File: src/rtl/puzzle_pkg.sv
// Shared definitions for the sliding-puzzle game sequencer: state encodings and
// difficulty presets for the countdown timer.
package puzzle_pkg;

  typedef enum logic [2:0] {
    ST_IDLE    = 3'd0,
    ST_LOAD    = 3'd1,
    ST_ARM     = 3'd2,
    ST_RUNNING = 3'd3,
    ST_PAUSED  = 3'd4,
    ST_EXPIRED = 3'd5,
    ST_WON     = 3'd6
  } state_t;

  localparam logic [3:0] PRESET_MIN_0 = 4'd1;
  localparam logic [5:0] PRESET_SEC_0 = 6'd0;
  localparam logic [3:0] PRESET_MIN_1 = 4'd2;
  localparam logic [5:0] PRESET_SEC_1 = 6'd0;
  localparam logic [3:0] PRESET_MIN_2 = 4'd3;
  localparam logic [5:0] PRESET_SEC_2 = 6'd30;
  localparam logic [3:0] PRESET_MIN_3 = 4'd5;
  localparam logic [5:0] PRESET_SEC_3 = 6'd0;

  localparam int unsigned MAX_SECOND = 59;

  function automatic logic [3:0] preset_min(input logic [1:0] sel);
    case (sel)
      2'd0:    return PRESET_MIN_0;
      2'd1:    return PRESET_MIN_1;
      2'd2:    return PRESET_MIN_2;
      default: return PRESET_MIN_3;
    endcase
  endfunction

  function automatic logic [5:0] preset_sec(input logic [1:0] sel);
    case (sel)
      2'd0:    return PRESET_SEC_0;
      2'd1:    return PRESET_SEC_1;
      2'd2:    return PRESET_SEC_2;
      default: return PRESET_SEC_3;
    endcase
  endfunction

endpackage

File: src/rtl/puzzle_timer_ctrl_btn_edge.sv
// Button synchronizer followed by a rising-edge detector; a held button yields
// a single one-cycle pulse.
module btn_edge #(
  parameter int unsigned SYNC_STAGES = 2
) (
  input  logic clk_i,
  input  logic rst_ni,
  input  logic btn_i,
  output logic pulse_o
);

  logic [SYNC_STAGES-1:0] sync_q;
  logic                   prev_q;

  always_ff @(posedge clk_i or negedge rst_ni) begin
    if (!rst_ni) begin
      sync_q <= '0;
      prev_q <= 1'b0;
    end else begin
      sync_q[0] <= btn_i;
      for (int unsigned i = 1; i < SYNC_STAGES; i++) begin
        sync_q[i] <= sync_q[i-1];
      end
      prev_q <= sync_q[SYNC_STAGES-1];
    end
  end

  // Combinational pulse keeps button-to-state latency at SYNC_STAGES+1 cycles.
  assign pulse_o = sync_q[SYNC_STAGES-1] & ~prev_q;

endmodule

File: src/rtl/puzzle_timer_ctrl.sv
// Game-level sequencer: turns buttons and the solved flag into countdown
// load/enable controls and detects time-out from the countdown value.
module puzzle_timer_ctrl
  import puzzle_pkg::*;
#(
  parameter int unsigned LOAD_HOLD   = 2,
  parameter int unsigned SYNC_STAGES = 2
) (
  input  logic       clk,
  input  logic       resetn,
  input  logic       start,
  input  logic       pause,
  input  logic       abort,
  input  logic       solved,
  input  logic [1:0] time_sel,
  input  logic [3:0] cd_minute,
  input  logic [5:0] cd_second,
  output logic       cd_load_n,
  output logic       cd_enable,
  output logic [3:0] cd_minute_in,
  output logic [5:0] cd_second_in,
  output logic       game_active,
  output logic       time_up,
  output logic       game_won,
  output logic [2:0] state_o
);

  localparam int unsigned CW = (LOAD_HOLD > 1) ? $clog2(LOAD_HOLD) : 1;

  logic start_ev, pause_ev, abort_ev;

  btn_edge #(.SYNC_STAGES(SYNC_STAGES)) u_start (
    .clk_i(clk), .rst_ni(resetn), .btn_i(start), .pulse_o(start_ev)
  );
  btn_edge #(.SYNC_STAGES(SYNC_STAGES)) u_pause (
    .clk_i(clk), .rst_ni(resetn), .btn_i(pause), .pulse_o(pause_ev)
  );
  btn_edge #(.SYNC_STAGES(SYNC_STAGES)) u_abort (
    .clk_i(clk), .rst_ni(resetn), .btn_i(abort), .pulse_o(abort_ev)
  );

  state_t        state_q, state_d;
  logic [CW-1:0] hold_q, hold_d;
  logic          latch_preset;
  logic          cd_zero;

  logic       load_n_q, enable_q, active_q, up_q, won_q;
  logic [3:0] min_q;
  logic [5:0] sec_q;

  assign cd_zero = (cd_minute == 4'd0) && (cd_second == 6'd0);

  always_comb begin
    state_d      = state_q;
    hold_d       = hold_q;
    latch_preset = 1'b0;
    if (abort_ev && state_q != ST_IDLE) begin
      state_d = ST_IDLE;
    end else begin
      case (state_q)
        ST_IDLE, ST_EXPIRED, ST_WON: begin
          if (start_ev) begin
            state_d      = ST_LOAD;
            hold_d       = '0;
            latch_preset = 1'b1;
          end
        end
        ST_LOAD: begin
          if (hold_q == CW'(LOAD_HOLD - 1)) state_d = ST_ARM;
          else                              hold_d  = hold_q + 1'b1;
        end
        ST_ARM: state_d = ST_RUNNING;
        ST_RUNNING: begin
          if (solved)        state_d = ST_WON;
          else if (cd_zero)  state_d = ST_EXPIRED;
          else if (pause_ev) state_d = ST_PAUSED;
        end
        ST_PAUSED: begin
          if (pause_ev) state_d = ST_RUNNING;
        end
        default: state_d = ST_IDLE;
      endcase
    end
  end

  // Outputs decode the next state so they change on the same edge as state_q.
  always_ff @(posedge clk or negedge resetn) begin
    if (!resetn) begin
      state_q  <= ST_IDLE;
      hold_q   <= '0;
      load_n_q <= 1'b1;
      enable_q <= 1'b0;
      active_q <= 1'b0;
      up_q     <= 1'b0;
      won_q    <= 1'b0;
      min_q    <= '0;
      sec_q    <= '0;
    end else begin
      state_q  <= state_d;
      hold_q   <= hold_d;
      load_n_q <= (state_d != ST_LOAD);
      enable_q <= (state_d == ST_RUNNING);
      active_q <= (state_d == ST_RUNNING);
      up_q     <= (state_d == ST_EXPIRED);
      won_q    <= (state_d == ST_WON);
      if (latch_preset) begin
        min_q <= preset_min(time_sel);
        sec_q <= preset_sec(time_sel);
      end
    end
  end

  assign cd_load_n    = load_n_q;
  assign cd_enable    = enable_q;
  assign game_active  = active_q;
  assign time_up      = up_q;
  assign game_won     = won_q;
  assign cd_minute_in = min_q;
  assign cd_second_in = sec_q;
  assign state_o      = state_q;

endmodule
File: config.mk
export PLATFORM = sky130hd
export DESIGN_NAME = puzzle_timer_ctrl
export DESIGN_NICKNAME = d
export VERILOG_FILES = /design/src/rtl/puzzle_pkg.sv /design/src/rtl/puzzle_timer_ctrl_btn_edge.sv /design/src/rtl/puzzle_timer_ctrl.sv
export SDC_FILE = /design/constraint.sdc
export NUM_CORES = 1
export LEC_CHECK = 0
export BUFFER_PORTS_ARGS = -buffer_cell sky130_fd_sc_hd__buf_2
export CORE_MARGIN = 2
export CORE_UTILIZATION = 35
export DETAILED_ROUTE_END_ITERATION = 6
export PLACE_DENSITY = 0.63
export SLEW_MARGIN = 40
export SYNTH_ARGS = -nofsm -noshare
export SYNTH_HDL_FRONTEND = slang
export SYNTH_HIERARCHICAL = 1
export SYNTH_SLANG_ARGS = --single-unit
File: constraint.sdc
create_clock -name clk -period 1.6 [get_ports clk]
set_clock_uncertainty 0.2 [all_clocks]
set_input_delay 0 -clock clk [delete_from_list [all_inputs] [get_ports clk]]
set_output_delay 0 -clock clk [all_outputs]
set_load 0.03 [all_outputs]
; After elaboration in Yosys (flattened, before gate mapping)
; Cells that the tools add are included.
; W data, S select, Z words.
[totals]
elab_cells = 61
inputBits = 18
ff_bits = 27
[classes]
n_addsub = 1
reduce_logical = 10
eq_ne = 13
n_mux = 16
bitwise_logic = 7
[op_table]
columns = cell, n
row1 = $mux W3, 7
row2 = $eq A3 B3 Y1 const B, 5
row3 = $pmux W3 S5, 1
row4 = $eq A3 B2 Y1 const B, 3
row5 = $pmux W3 S3, 1
row6 = $logic_not A6 Y1, 1
row7 = $mux W1, 5
row8 = $mux W5, 1
row9 = $logic_not A4 Y1, 1
row10 = $not A1 Y1, 4
row11 = $and A1 B1 Y1, 3
row12 = $eq A3 B1 Y1 const B, 1
row13 = $logic_not A3 Y1, 1
row14 = $ne A3 B1 Y1 const B, 1
row15 = $reduce_and A3 Y1, 1
row16 = $reduce_bool A3 Y1, 1
row17 = $reduce_or A3 Y1, 1
row18 = $eq A2 B1 Y1 const B, 1
row19 = $eq A2 B2 Y1 const B, 1
row20 = $logic_and A1 B1 Y1, 2
row21 = $logic_not A2 Y1, 1
row22 = $ne A2 B2 Y1 const B, 1
row23 = $pmux W1 S2, 1
row24 = $reduce_bool A2 Y1, 1
row25 = $add A1 B1 Y1 const B, 1

; Longest topological paths before layout
[depth]
depth_word = 8
depth_mapped = 5
ltp_nobuf = 5

; Hierarchy
; Netlist, hierarchy kept.
[by_module_without_submodules]
columns = mod, n_inst, area_each_um2, seq_area_each_um2, cells_each
row1 = puzzle_timer_ctrl, 1, 788.3, 301.5, 80
row2 = btn_edge, 3, 88.8, 75.1, 4

; Worst setup path before layout
; Ideal clock, no wire load.
[synth_timing]
kind = register to register
from = register state_q[1], in the netlist state_o[1]
to = register min_q[2], in the netlist cd_minute_in[2]
period_less_slack_ns = 1.879
arrival_ns = 1.551
path_slack_ns = -0.279
setup_ns = 0.128
path_stages_with_launch = 6
path_cell_list = dfrtp_1 buf_4 nor2_1 o21ai_1 o2111a_2 mux2_1
[synth_via]
elab_chain_cells = 4
elab_cells_between_ends = 8
classes_between = 2 x eq/ne / 2 x mux / 4 x reduce/logical
[synth_rtl]
columns = item, line
row1 = "start, declared", puzzle_timer_ctrl.sv:42  ; state_t state_q, state_d;
row2 = "start signal, assigned", puzzle_timer_ctrl.sv:99  ; state_q <= state_d;
row3 = $eq A3 B3 Y1 / $logic_not A3 Y1 (equally long branches), puzzle_timer_ctrl.sv:60  ; case (state_q)
row4 = $reduce_or A3 Y1, puzzle_timer_ctrl.sv:60
row5 = $mux W1, puzzle_timer_ctrl.sv:60
row6 = $mux W1 *, puzzle_timer_ctrl.sv:57  ; if (abort_ev && state_q != ST_IDLE) begin
row7 = "end signal, assigned", puzzle_timer_ctrl.sv:107  ; min_q <= preset_min(time_sel);
row8 = "end, declared", puzzle_timer_ctrl.sv:48  ; logic [3:0] min_q;
; Mark *: on every way between the ends. The rest lies on a longest branch, timed or not.
; A chain may end at the register's enable or synchronous reset.

; Worst setup path after layout
[layout_timing]
from = register u_pause.prev_q
to = register active_q, in the netlist game_active
[layout_via]
elab_chain_cells = 8
elab_cells_between_ends = 9
classes_between = 1 x eq/ne / 6 x mux / 2 x bitwise
[layout_rtl]
columns = item, line
row1 = "start, declared", puzzle_timer_ctrl_btn_edge.sv:13  ; logic prev_q;
row2 = "start signal, assigned", puzzle_timer_ctrl_btn_edge.sv:24  ; prev_q <= sync_q[SYNC_STAGES-1];
row3 = $not A1 Y1 *, puzzle_timer_ctrl_btn_edge.sv:29  ; assign pulse_o = sync_q[SYNC_STAGES-1] & ~prev_q;
row4 = $and A1 B1 Y1 *, puzzle_timer_ctrl_btn_edge.sv:29
row5 = net pause_ev, puzzle_timer_ctrl.sv:30  ; logic start_ev, pause_ev, abort_ev;
row6 = $mux W3, puzzle_timer_ctrl.sv:76  ; else if (pause_ev) state_d = ST_PAUSED;
row7 = $mux W3, puzzle_timer_ctrl.sv:75  ; else if (cd_zero) state_d = ST_EXPIRED;
row8 = $mux W3, puzzle_timer_ctrl.sv:74  ; if (solved) state_d = ST_WON;
row9 = $pmux W3 S5 *, puzzle_timer_ctrl.sv:60
row10 = $mux W3 *, puzzle_timer_ctrl.sv:57
row11 = $eq A3 B2 Y1 *, puzzle_timer_ctrl.sv:103  ; active_q <= (state_d == ST_RUNNING);
row12 = "end signal, assigned", puzzle_timer_ctrl.sv:103
row13 = "end, declared", puzzle_timer_ctrl.sv:47  ; logic load_n_q, enable_q, active_q, up_q, won_q;
; Mark *: on every way through the listed nets, which the timed path passes. The rest lies on a longest branch.

==> impl_metrics.toml <==
[logic_synthesis]
yosys_warnings = 6
seq_area_frac_synth = 0.499
syn_avg_cell_area_sq_um = 11.5
syn_area_sq_mm = 0.00105
postSynthCellCount = 92
synth-seq-cells = 21
ys_types = 33

[sta]
max_freq_mhz = 557
tightest_slew_ps = 536
holdWs_ps = 118
setup_ws_ps = -196
setup_viol = 11
final.min_clock_period_ps = 1800
relSlewSlack = 0.640
rsz0062_at_grt = "yes"
timing_hold_violations_final = 0
drv_slew = 0
period_share = 1.12

[route]
firstDrtPassIters = 6
dr_total_vias = 903
post_drt_wl_per_cell_um = 13.6
antenna_left = 0
route.detailed.drc = 1
viasPerCell = 5.02
drt_iter0_drc = 17
routed_wl_um = 2440

[worst_setup_path]
cp_top_family = "simple AND/OR/NAND/NOR gates"
worstSetupPathType = "register to register"
crit_required_ps = 1620
crit_arrival_ps = 1810
setup.worst_path.start_class = "register"
critPathCaptureType = "register"
path_cells = "nor2b_4 > nor2b_4 > a2111oi_4 > a211oi_4 > nor4b_2"
path_max_fanout = 5
slowest_delay_ps = 420
path_common_cell = "nor2b_4"
path_buf_inv = 0
crit_slowest_cell = "dfrtp_1"

[run]
drv_cap = 0

[cts]
ctsHtreeMaxLevel = 1
root_buffer = "clkbuf_4"
clk_pin_slew_ps = 130
cts_made_buffers = 3
cts_max_path_buffers = 2
cts_tree = "built"
clock_sinks = 21
clock_latency_ps = 310

[place]
pre_cts_slack_ps = -182
place_area_sq_mm = 0.00129
portBuffers = 32
dp_hpwl_um = 1530
gp_congestion = 0.745

[die]
row_count = 19
initial_core_util = 0.376
die_width_um = 58.9
dieArea_sq_mm = 0.00347
coreArea_sq_mm = 0.00281
die_h_um = 58.9
ios = 36

[global_routing]
grt_remaining_overflow = 0
grt_pass1_vias = 918
grt_usage = 0.151
antenna_found_initial = 0
grt_pass1_wl_um = 3930
grt_max_degree = 22

[cells_and_area]
fin_nets = 171
final_cell_mix = "32 x buf_2, 18 x buf_4, 17 x dfrtp_1"
syn2layout_area_growth_pct = 48.4
antennaDiodeCount = 0
drive_above_1_share = 0.550
layout_commonest_cell = "buf_2"
stdcell_area_sq_mm = 0.00157
final.fill_count = 235

[power]
p_leak_nw = 0.761
finalPower_mw = 2.96
ir_drop_uv = 1070
p_per_area_mw_per_mm2 = 1890

[run_status]
status = "finished with violations"
violations = "DRC, setup timing"

[worst_hold_path]
min_path_type = "input port to register"
==> final timing paths <==
| path | slack [ps] | startpoint | cells past startpoint | to |
|---|---|---|---|---|
| max in group asynchronous | 360 | resetn | 3 | cd_load_n$_DFF_PN1_ |
| hold / removal | 120 | pause | 2 | u_pause/sync_q[0]$_DFF_PN0_ |
| hold reg to reg | 160 | u_start/sync_q[0]$_DFF_PN0_ | 0 | u_start/sync_q[1]$_DFF_PN0_ |
| setup reg to reg | -200 | u_pause/prev_q$_DFF_PN0_ | 5 | game_active$_DFF_PN0_ |
| setup / recovery | -200 | u_pause/prev_q$_DFF_PN0_ | 5 | game_active$_DFF_PN0_ |
| min in group asynchronous | 490 | resetn | 3 | u_abort/sync_q[1]$_DFF_PN0_ |
==> cell families (layout without fill, tap and decap cells) <==
logic type,count (synthesis),in the layout,share of synthesized area
AOI/OAI and AO/OA,18,18,0.140
adders and majority gates,3,3,0.0356
buffers and inverters,18,73,0.0973
DFF,21,21,0.499
muxes,4,4,0.0403
other,1,3,0.00356
and+or+nand+nor,27,27,0.184
==> stage by stage <==
step,setup TNS [ps],utilization,instances
after floorplan,-528,-,94
after global placement,-594,0.461,160
after detailed placement,-670,0.461,160
after CTS,-655,0.540,179
after global routing,-1820,0.558,180
final,-1110,0.558,180
==> report_power, final <==
group          switching [mW]  internal, mW  leakage [nW]
Clock                   0.168        0.0932        0.0177
Sequential              0.129         0.689         0.249
Combinational            1.02         0.857         0.494
==> timing repair <==
action / CTS / global route
hold buffers: 8 / 0
resized for setup: 10 / 10
endpoints found under the hold margin: 31 / 0
pin swaps: 6 / 4
setup endpoints to repair: 9 / 12
setup buffers: 7 / 1
==> final cells by class <==
class | count | area [sq um] | share of cell area
Clock buffer | 3 | 22.5 | 0.0144
Clock inverter | 1 | 5.00 | 0.00320
Inverter | 8 | 30.0 | 0.0192
Multi-Input combinational cell | 55 | 520 | 0.333
Sequential cell | 21 | 531 | 0.339
Tap cell | 31 | 38.8 | 0.0248
Timing Repair Buffer | 61 | 418 | 0.267
==> synthesized netlist by cell type <==
library cell | number | area share
a2111oi_1 | 1 | 0.0095
a211oi_2 | 1 | 0.012
a21oi_1 | 1 | 0.0047
a221oi_1 | 1 | 0.0083
a221oi_2 | 1 | 0.014
a22o_1 | 1 | 0.0083
a22oi_2 | 1 | 0.012
a311oi_1 | 1 | 0.0083
a32o_1 | 1 | 0.0095
and4b_1 | 1 | 0.0095
buf_2 | 1 | 0.0047
buf_4 | 9 | 0.064
conb_1 | 1 | 0.0036
dfrtp_1 | 20 | 0.47
dfstp_2 | 1 | 0.025
ha_1 | 3 | 0.036
inv_1 | 8 | 0.028
mux2_1 | 2 | 0.021
mux2i_1 | 2 | 0.019
nand2_1 | 3 | 0.011
nand3b_1 | 1 | 0.0071
nand4bb_1 | 1 | 0.011
nor2_1 | 7 | 0.025
nor2b_1 | 3 | 0.018
nor2b_4 | 3 | 0.039
nor3_1 | 2 | 0.0095
nor4_1 | 3 | 0.018
nor4b_2 | 2 | 0.028
o2111a_2 | 1 | 0.012
o21ai_0 | 5 | 0.024
o21ai_1 | 2 | 0.0095
o2bb2ai_1 | 1 | 0.0083
or3b_1 | 1 | 0.0083
==> registers in the layout, summed over array words and instances, names as in the netlist <==
name / flops
cd_load_n: 1
cd_minute_in: 3
cd_second_in: 1
game_active: 1
game_won: 1
hold_q: 1
state_o: 3
time_up: 1
u_abort/prev_q: 1
u_abort/sync_q: 2
u_pause/prev_q: 1
u_pause/sync_q: 2
u_start/prev_q: 1
u_start/sync_q: 2
==> worst reg2reg max path, delay by kind of cell (launching register included) <==
kind | cells | cell delay [ps]
AO/OA/AOI/OAI | 2 | 440
AND/OR/NAND/NOR | 3 | 650
flip-flops | 1 | 420
==> per-layer routing <==
metal | track usage | vias up | wire, um
li1 | - | 427 | -
met1 | 0.188 | 450 | 987
met2 | 0.263 | 24 | 1340
met3 | 0.0264 | 2 | 101
met4 | 0.0487 | 0 | 14
met5 | 0 | - | 0
No activity file was read; power rests on OpenSTA's default activity.
